$ cat config.mk
export PLATFORM = sky130hd
export DESIGN_NAME = aer_readout_scheduler
export DESIGN_NICKNAME = d
export VERILOG_FILES = /design/src/rtl/aer_readout_scheduler.sv
export SDC_FILE = /design/constraint.sdc
export NUM_CORES = 1
export LEC_CHECK = 0
export CORE_MARGIN = 2
export CORE_UTILIZATION = 44
export DETAILED_ROUTE_END_ITERATION = 10
export PLACE_DENSITY = 0.66
export SLEW_MARGIN = 10
export SYNTH_ARGS = -nofsm -noshare
export SYNTH_HDL_FRONTEND = slang
export SYNTH_SLANG_ARGS = --single-unit
$ cat constraint.sdc
create_clock -name clk_i -period 6.86 [get_ports clk_i]
set_clock_uncertainty 0.05 [all_clocks]
set_input_delay 1.372 -clock clk_i [delete_from_list [all_inputs] [get_ports clk_i]]
set_output_delay 1.372 -clock clk_i [all_outputs]
set_load 0.01 [all_outputs]
$ cat src/rtl/aer_readout_scheduler.sv
// Round-robin AER readout: grants one requesting tile at a time over a four-phase
// req/ack handshake and queues {tile_id, event_word} into a show-ahead FIFO.
//   state | meaning
//   IDLE  | pick next requesting tile at/after rr_ptr when FIFO has room
//   ACK   | single cycle: ack winner, push its event, advance rr_ptr
//   WAIT  | hold ack until winner drops req, or flag timeout
module aer_readout_scheduler #(
  parameter int N_TILES = 4,
  parameter int WIDTH   = 32,
  parameter int DEPTH   = 8,
  parameter int TIMEOUT = 255,
  localparam int TID_W  = $clog2(N_TILES),
  localparam int LVL_W  = $clog2(DEPTH) + 1
) (
  input  logic                       clk_i,
  input  logic                       reset_i,
  input  logic [N_TILES-1:0]         tile_req_i,
  input  logic [N_TILES*WIDTH-1:0]   tile_data_i,
  output logic [N_TILES-1:0]         tile_ack_o,
  output logic [TID_W+WIDTH-1:0]     evt_data_o,
  output logic                       evt_valid_o,
  input  logic                       evt_ready_i,
  input  logic                       flush_i,
  output logic [LVL_W-1:0]           fifo_level_o,
  output logic                       timeout_err_o
);

  localparam int AW    = $clog2(DEPTH);
  localparam int CNT_W = $clog2(TIMEOUT + 1);
  localparam int EW    = TID_W + WIDTH;

  typedef enum logic [1:0] {IDLE, ACK, WAIT} state_t;

  state_t             state_q, state_d;
  logic [TID_W-1:0]   rr_q, rr_d, win_q, win_d, pick;
  logic               pick_vld;
  logic [CNT_W-1:0]   cnt_q, cnt_d;
  logic               err_q, err_d;
  logic               armed_q;
  logic [N_TILES-1:0] ack_q, ack_d;

  logic [TID_W-1:0]   cand [N_TILES];
  logic [WIDTH-1:0]   tile_word [N_TILES];

  logic [EW-1:0]      mem [DEPTH];
  logic [AW-1:0]      wr_ptr, rd_ptr;
  logic [LVL_W-1:0]   level;
  logic               full, empty, push, pop;
  logic [EW-1:0]      push_word;

  always_comb begin
    for (int i = 0; i < N_TILES; i++) begin
      cand[i]      = TID_W'((int'(rr_q) + i) % N_TILES);
      tile_word[i] = tile_data_i[i*WIDTH +: WIDTH];
    end
  end

  // Scan downward so the lowest offset from rr_ptr wins.
  always_comb begin
    pick     = rr_q;
    pick_vld = 1'b0;
    for (int i = N_TILES - 1; i >= 0; i--) begin
      if (tile_req_i[cand[i]]) begin
        pick     = cand[i];
        pick_vld = 1'b1;
      end
    end
  end

  always_comb begin
    state_d = state_q;
    win_d   = win_q;
    rr_d    = rr_q;
    cnt_d   = cnt_q;
    err_d   = err_q;
    ack_d   = '0;
    case (state_q)
      IDLE: begin
        if (armed_q && pick_vld && !full) begin
          win_d   = pick;
          state_d = ACK;
        end
      end
      ACK: begin
        rr_d    = (win_q == TID_W'(N_TILES - 1)) ? '0 : win_q + 1'b1;
        cnt_d   = CNT_W'(TIMEOUT - 1);
        state_d = WAIT;
      end
      WAIT: begin
        if (!tile_req_i[win_q]) begin
          state_d = IDLE;
        end else if (cnt_q == '0) begin
          err_d   = 1'b1;
          state_d = IDLE;
        end else begin
          cnt_d = cnt_q - 1'b1;
        end
      end
      default: state_d = IDLE;
    endcase
    if (state_d != IDLE) ack_d[win_d] = 1'b1;
  end

  always_ff @(posedge clk_i or posedge reset_i) begin
    if (reset_i) begin
      state_q <= IDLE;
      win_q   <= '0;
      rr_q    <= '0;
      cnt_q   <= '0;
      err_q   <= 1'b0;
      ack_q   <= '0;
      armed_q <= 1'b0;
    end else begin
      state_q <= state_d;
      win_q   <= win_d;
      rr_q    <= rr_d;
      cnt_q   <= cnt_d;
      err_q   <= err_d;
      ack_q   <= ack_d;
      armed_q <= 1'b1;
    end
  end

  assign full      = (level == LVL_W'(DEPTH));
  assign empty     = (level == '0);
  assign push      = (state_q == ACK) && !flush_i;
  assign pop       = !empty && evt_ready_i && !flush_i;
  assign push_word = {win_q, tile_word[win_q]};

  always_ff @(posedge clk_i or posedge reset_i) begin
    if (reset_i) begin
      wr_ptr <= '0;
      rd_ptr <= '0;
      level  <= '0;
    end else if (flush_i) begin
      wr_ptr <= '0;
      rd_ptr <= '0;
      level  <= '0;
    end else begin
      if (push) wr_ptr <= wr_ptr + 1'b1;
      if (pop)  rd_ptr <= rd_ptr + 1'b1;
      if (push && !pop)      level <= level + 1'b1;
      else if (pop && !push) level <= level - 1'b1;
    end
  end

  always_ff @(posedge clk_i) begin
    if (push) mem[wr_ptr] <= push_word;
  end

  // Gate the head so stale storage never shows while empty or in reset.
  assign evt_data_o    = empty ? '0 : mem[rd_ptr];
  assign evt_valid_o   = !empty;
  assign fifo_level_o  = level;
  assign tile_ack_o    = ack_q;
  assign timeout_err_o = err_q;

endmodule
==> flow_summary_export.csv <==
group,metric,value,unit
clock_network,clkSinkCount,302,
synth,post_synth_inst_count,659,
global_route,grt_pass1_vias,7464,
worst_hold_path,origin_of_the_worst_min_delay_path,"timeout_err_o$_DFFE_PP0P_",
critical_path,crit_path_start_kind,"register",
critical_path,worstSetupEndpointType,"primary output",
clock_network,cts_tree,"done",
clock_network,post_cts_resized,0,
placement,dp_slack,2410,ps
critical_path,worst_r2r_startpoint,"fifo_level_o[0]$_DFFE_PP0P_",
synth,syn_area,0.0128,mm^2
global_route,globalRouteOverflowTotal,0,
critical_path,critical_path_required,5440,ps
route,average_wire_length_per_cell_after_detail_routing,22.0,um
clock_network,hold_buffers,0,
layout,design.final.nets,996,
route,drc,0,
die,dieHeight,175,um
critical_path,worst-endpoint-arrival,3490,ps
synth,synthDominantCellAreaShare,0.636,
flow_run,cap_viol_max_count,0,
critical_path,path_class,"register to primary output",
route,finalWirelength,27.6,mm
die,start_util,0.447,
power,ir_drop,501,uV
global_route,grtUsageMet2,0.309,
synth,yosysMostFrequentCell,"edfxtp_1",
synth,synth_area_leader_cell,"edfxtp_1",
synth,post_synth_mux_area_share,0.208,
synth,synthArstFlopShare,0.0993,
worst_hold_path,timing.hold.worst_endpoint,"timeout_err_o$_DFFE_PP0P_",
clock_network,cts_buffer_depth,3,
global_route,grt_antenna_before_repair,1,
route,route.detailed.vias_per_inst,5.58,
timing,timing.fmax,0.204,GHz
clock_network,number_of_cts_inserted_buffers,30,
synth,synth_edf_count,272,
placement,final_weighted_congestion_of_routability_driven_global_placement,0.767,
synth,ys_seq_area_frac,0.695,
route,drt.antenna.violating_nets,0,
route,number_of_drc_markers_in_iteration_0,562,
critical_path,worst-r2r-cell-count,11,
timing,worst_pin_slew,1060,ps
die,core_region_area,0.0287,mm^2
timing,post-route-period-util,0.716,
power,cellInternalPower,4.27,mW
route,detail_route.first_pass.iterations,5,
power,power_density_relative_to_cell_area,376,mW/mm^2
timing,hold_viol,0,
synth,syn-num-nets,807,
timing,rsz0062_at_grt,"false",
critical_path,critPathSlowestCell,"dfrtp_4",
global_route,track_usage,0.180,
power,total_switching_power,1.79,mW
die,die-area,0.0306,mm^2
synth,synth_ff_type,"edfxtp_1",
synth,synth_area_leaders,"edfxtp_1 64%, mux4_2 18%, dfrtp_1 5.8%",
power,power.leakage,5.14,nW
timing,relSlewSlack,0.293,
layout,insertedDiodeCount,0,
layout,syn_to_final_growth,25.4,%
timing,setup-tns-final,0,ps
critical_path,worst_path_largest_cell_delay,1130,ps
die,floorplan.rows,62,
timing,setup_viol,0,
worst_hold_path,hold_path.class,"register to register",
synth,post_synth_xor_area_fraction,0.00409,
global_route,grt_max_degree,71,
critical_path,worst_path_dominant_cell_family,"flip-flops",
power,switching_share,0.296,
critical_path,crit_path_cell_trace,"buf_4, mux4_2, mux2i_1, nor2_1, clkdlybuf4s50_1",
power,p_seq_frac,0.433,
run_status,status,"finished, final reports clean",
layout,layout-drive-gt1-share,0.214,
global_route,grt.met3_usage,0.0324,
die,die_w,175,um
synth,synthesis.yosys.warnings,0,
global_route,busiest_grt_layer,"met2",
timing,final-max-slew-violation-count,0,
power,clock_power_share,0.263,
synth,synth-simple-area-share,0.0414,
route,vias,7001,
critical_path,rr_endpoint,"fifo_level_o[3]$_DFFE_PP0P_",
critical_path,worst-path-max-fanout,53,
synth,synth_top_family_by_area,"multiplexers",
clock_network,cts.root.buffer_cell,"clkbuf_16",
clock_network,cts_setup_buffers,0,
critical_path,reg2reg_setup_slack,3790,ps
placement,post-dp-hpwl,16.4,mm
worst_hold_path,worst_hold_path.num_cells,1,
synth,synth_fa_ha_area_frac,0.0123,
clock_network,cts-htree-levels,1,
timing,layout_min_cycle_time,4910,ps
global_route,grt_first_pass_wirelength,42.1,mm
synth,syn_avg_cell_area,19.5,um^2
synth,synth_top_cells_by_count,"272 x edfxtp_1, 101 x mux4_2, 51 x nor2_1, 38 x mux2i_1, 30 x dfrtp_1",
placement,buffer_ports.inserted,179,
clock_network,worst_setup_hold_path_clk_slew,70,ps
power,pwr-share-comb,0.303,
global_route,gr-usage-met1,0.243,
clock_network,clock_latency,540,ps
synth,synth.ff_latch_count,302,
critical_path,timing.critical_path.buf_inv,2,
synth,post_synth_num_cell_types,54,
timing,finalWorstSetupSlack,1950,ps
die,io_pins,180,
synth,synth_compound_gate_area_share,0.0230,
power groups by stage:
stage	clock [mW]	sequential, mW	combinational [mW]
2_1_floorplan	0	2.46	1.29
6_report	1.60	2.63	1.84
5_1_grt	1.70	2.67	1.99
3_5_place_dp	0	2.68	1.85
4_1_cts	1.63	2.64	1.86
3_3_place_gp	0	2.67	1.79
layer usage:
| metal | routed length, um | vias to the layer above |
|---|---|---|
| met2 | 14000 | 237 |
| met4 | 433 | 0 |
| met5 | 0 | - |
| met1 | 11300 | 3656 |
| li1 | - | 3073 |
| met3 | 1830 | 35 |
state kept, by name (all words and copies together) (netlist names):
register and cells:
cnt_q 8, rd_ptr 3, mem 272, rr_q 2, tile_ack_o 4, timeout_err_o 1
state_q 2, armed_q 1, win_q 2, fifo_level_o 4, wr_ptr 3
worst reg2reg max path: stages, from the launching register on:
cell      delay, ps
dfrtp_1         470
nor4_4          290
buf_4           470
inv_2            90
nand2_1         190
nand3b_1        160
ha_1            330
a21o_1          170
a21oi_1         190
nor3b_1         270
o21ai_0         120
nor3b_1         150
cell type report:
| type | count | area [um^2] |
|---|---|---|
| Clock buffer | 34 | 787 |
| Tap cell | 384 | 480 |
| Fill cell | 2195 | 12600 |
| Clock inverter | 21 | 190 |
| Timing Repair Buffer | 193 | 1900 |
| Multi-Input combinational cell | 305 | 3750 |
| Sequential cell | 302 | 8930 |
| Inverter | 16 | 60.1 |
worst max-delay path by stage:
stage                     startpoint             endpoint  slack, ps  depth (start not counted)
6_report       rd_ptr[0]$_DFFE_PP0P_       evt_data_o[18]       1950                          5
5_1_grt        rd_ptr[0]$_DFFE_PP0P_       evt_data_o[18]       1610                          5
4_1_cts        rd_ptr[0]$_DFFE_PP0P_       evt_data_o[18]       1810                          5
3_5_place_dp   rd_ptr[0]$_DFFE_PP0P_       evt_data_o[18]       2410                          5
3_3_place_gp   rd_ptr[0]$_DFFE_PP0P_       evt_data_o[18]       2430                          5
2_1_floorplan                flush_i  mem[2][0]$_DFFE_PP_       1540                          1
metrics by stage:
step | utilization | instances | cell area, um^2 | total power [mW] | hold WS (ps)
6_report | 0.561 | 1255 | 16100 | 6.06 | 429
5_1_grt | 0.561 | 1255 | 16100 | 6.36 | 463
4_1_cts | 0.561 | 1255 | 16100 | 6.13 | 433
3_5_place_dp | 0.527 | 1200 | 15100 | 4.53 | 407
3_3_place_gp | 0.527 | 1200 | 15100 | 4.46 | 404
2_1_floorplan | - | 659 | 12800 | 3.75 | 401
layout by cell type, fill, tap and decap left out, types with 6 or more instances in the layout:
cell type / synthesis / final
inv_1: 15 / 15
ha_1: 11 / 11
nor3b_1: 7 / 7
a21oi_1: 10 / 10
nor3_1: 11 / 7
clkinv_2: 0 / 6
mux4_2: 101 / 101
nor2_1: 51 / 49
mux2i_1: 38 / 38
clkbuf_16: 0 / 31
clkinv_1: 0 / 6
o21ai_0: 8 / 8
clkdlybuf4s50_1: 0 / 179
dfrtp_1: 30 / 25
edfxtp_1: 272 / 272
nand2_1: 14 / 14
buf_4: 2 / 14
cells by family (layout without fill, tap and decap cells):
logic type	after synthesis	after routing
other	1	1
adders and majority gates	12	12
and+or+nand+nor	105	105
xor gates and xnor gates	6	6
buffers and inverters	52	264
DFF	302	302
AOI/OAI and AO/OA	41	41
muxes	140	140
Note: power is estimated with default switching activity, not from simulation.
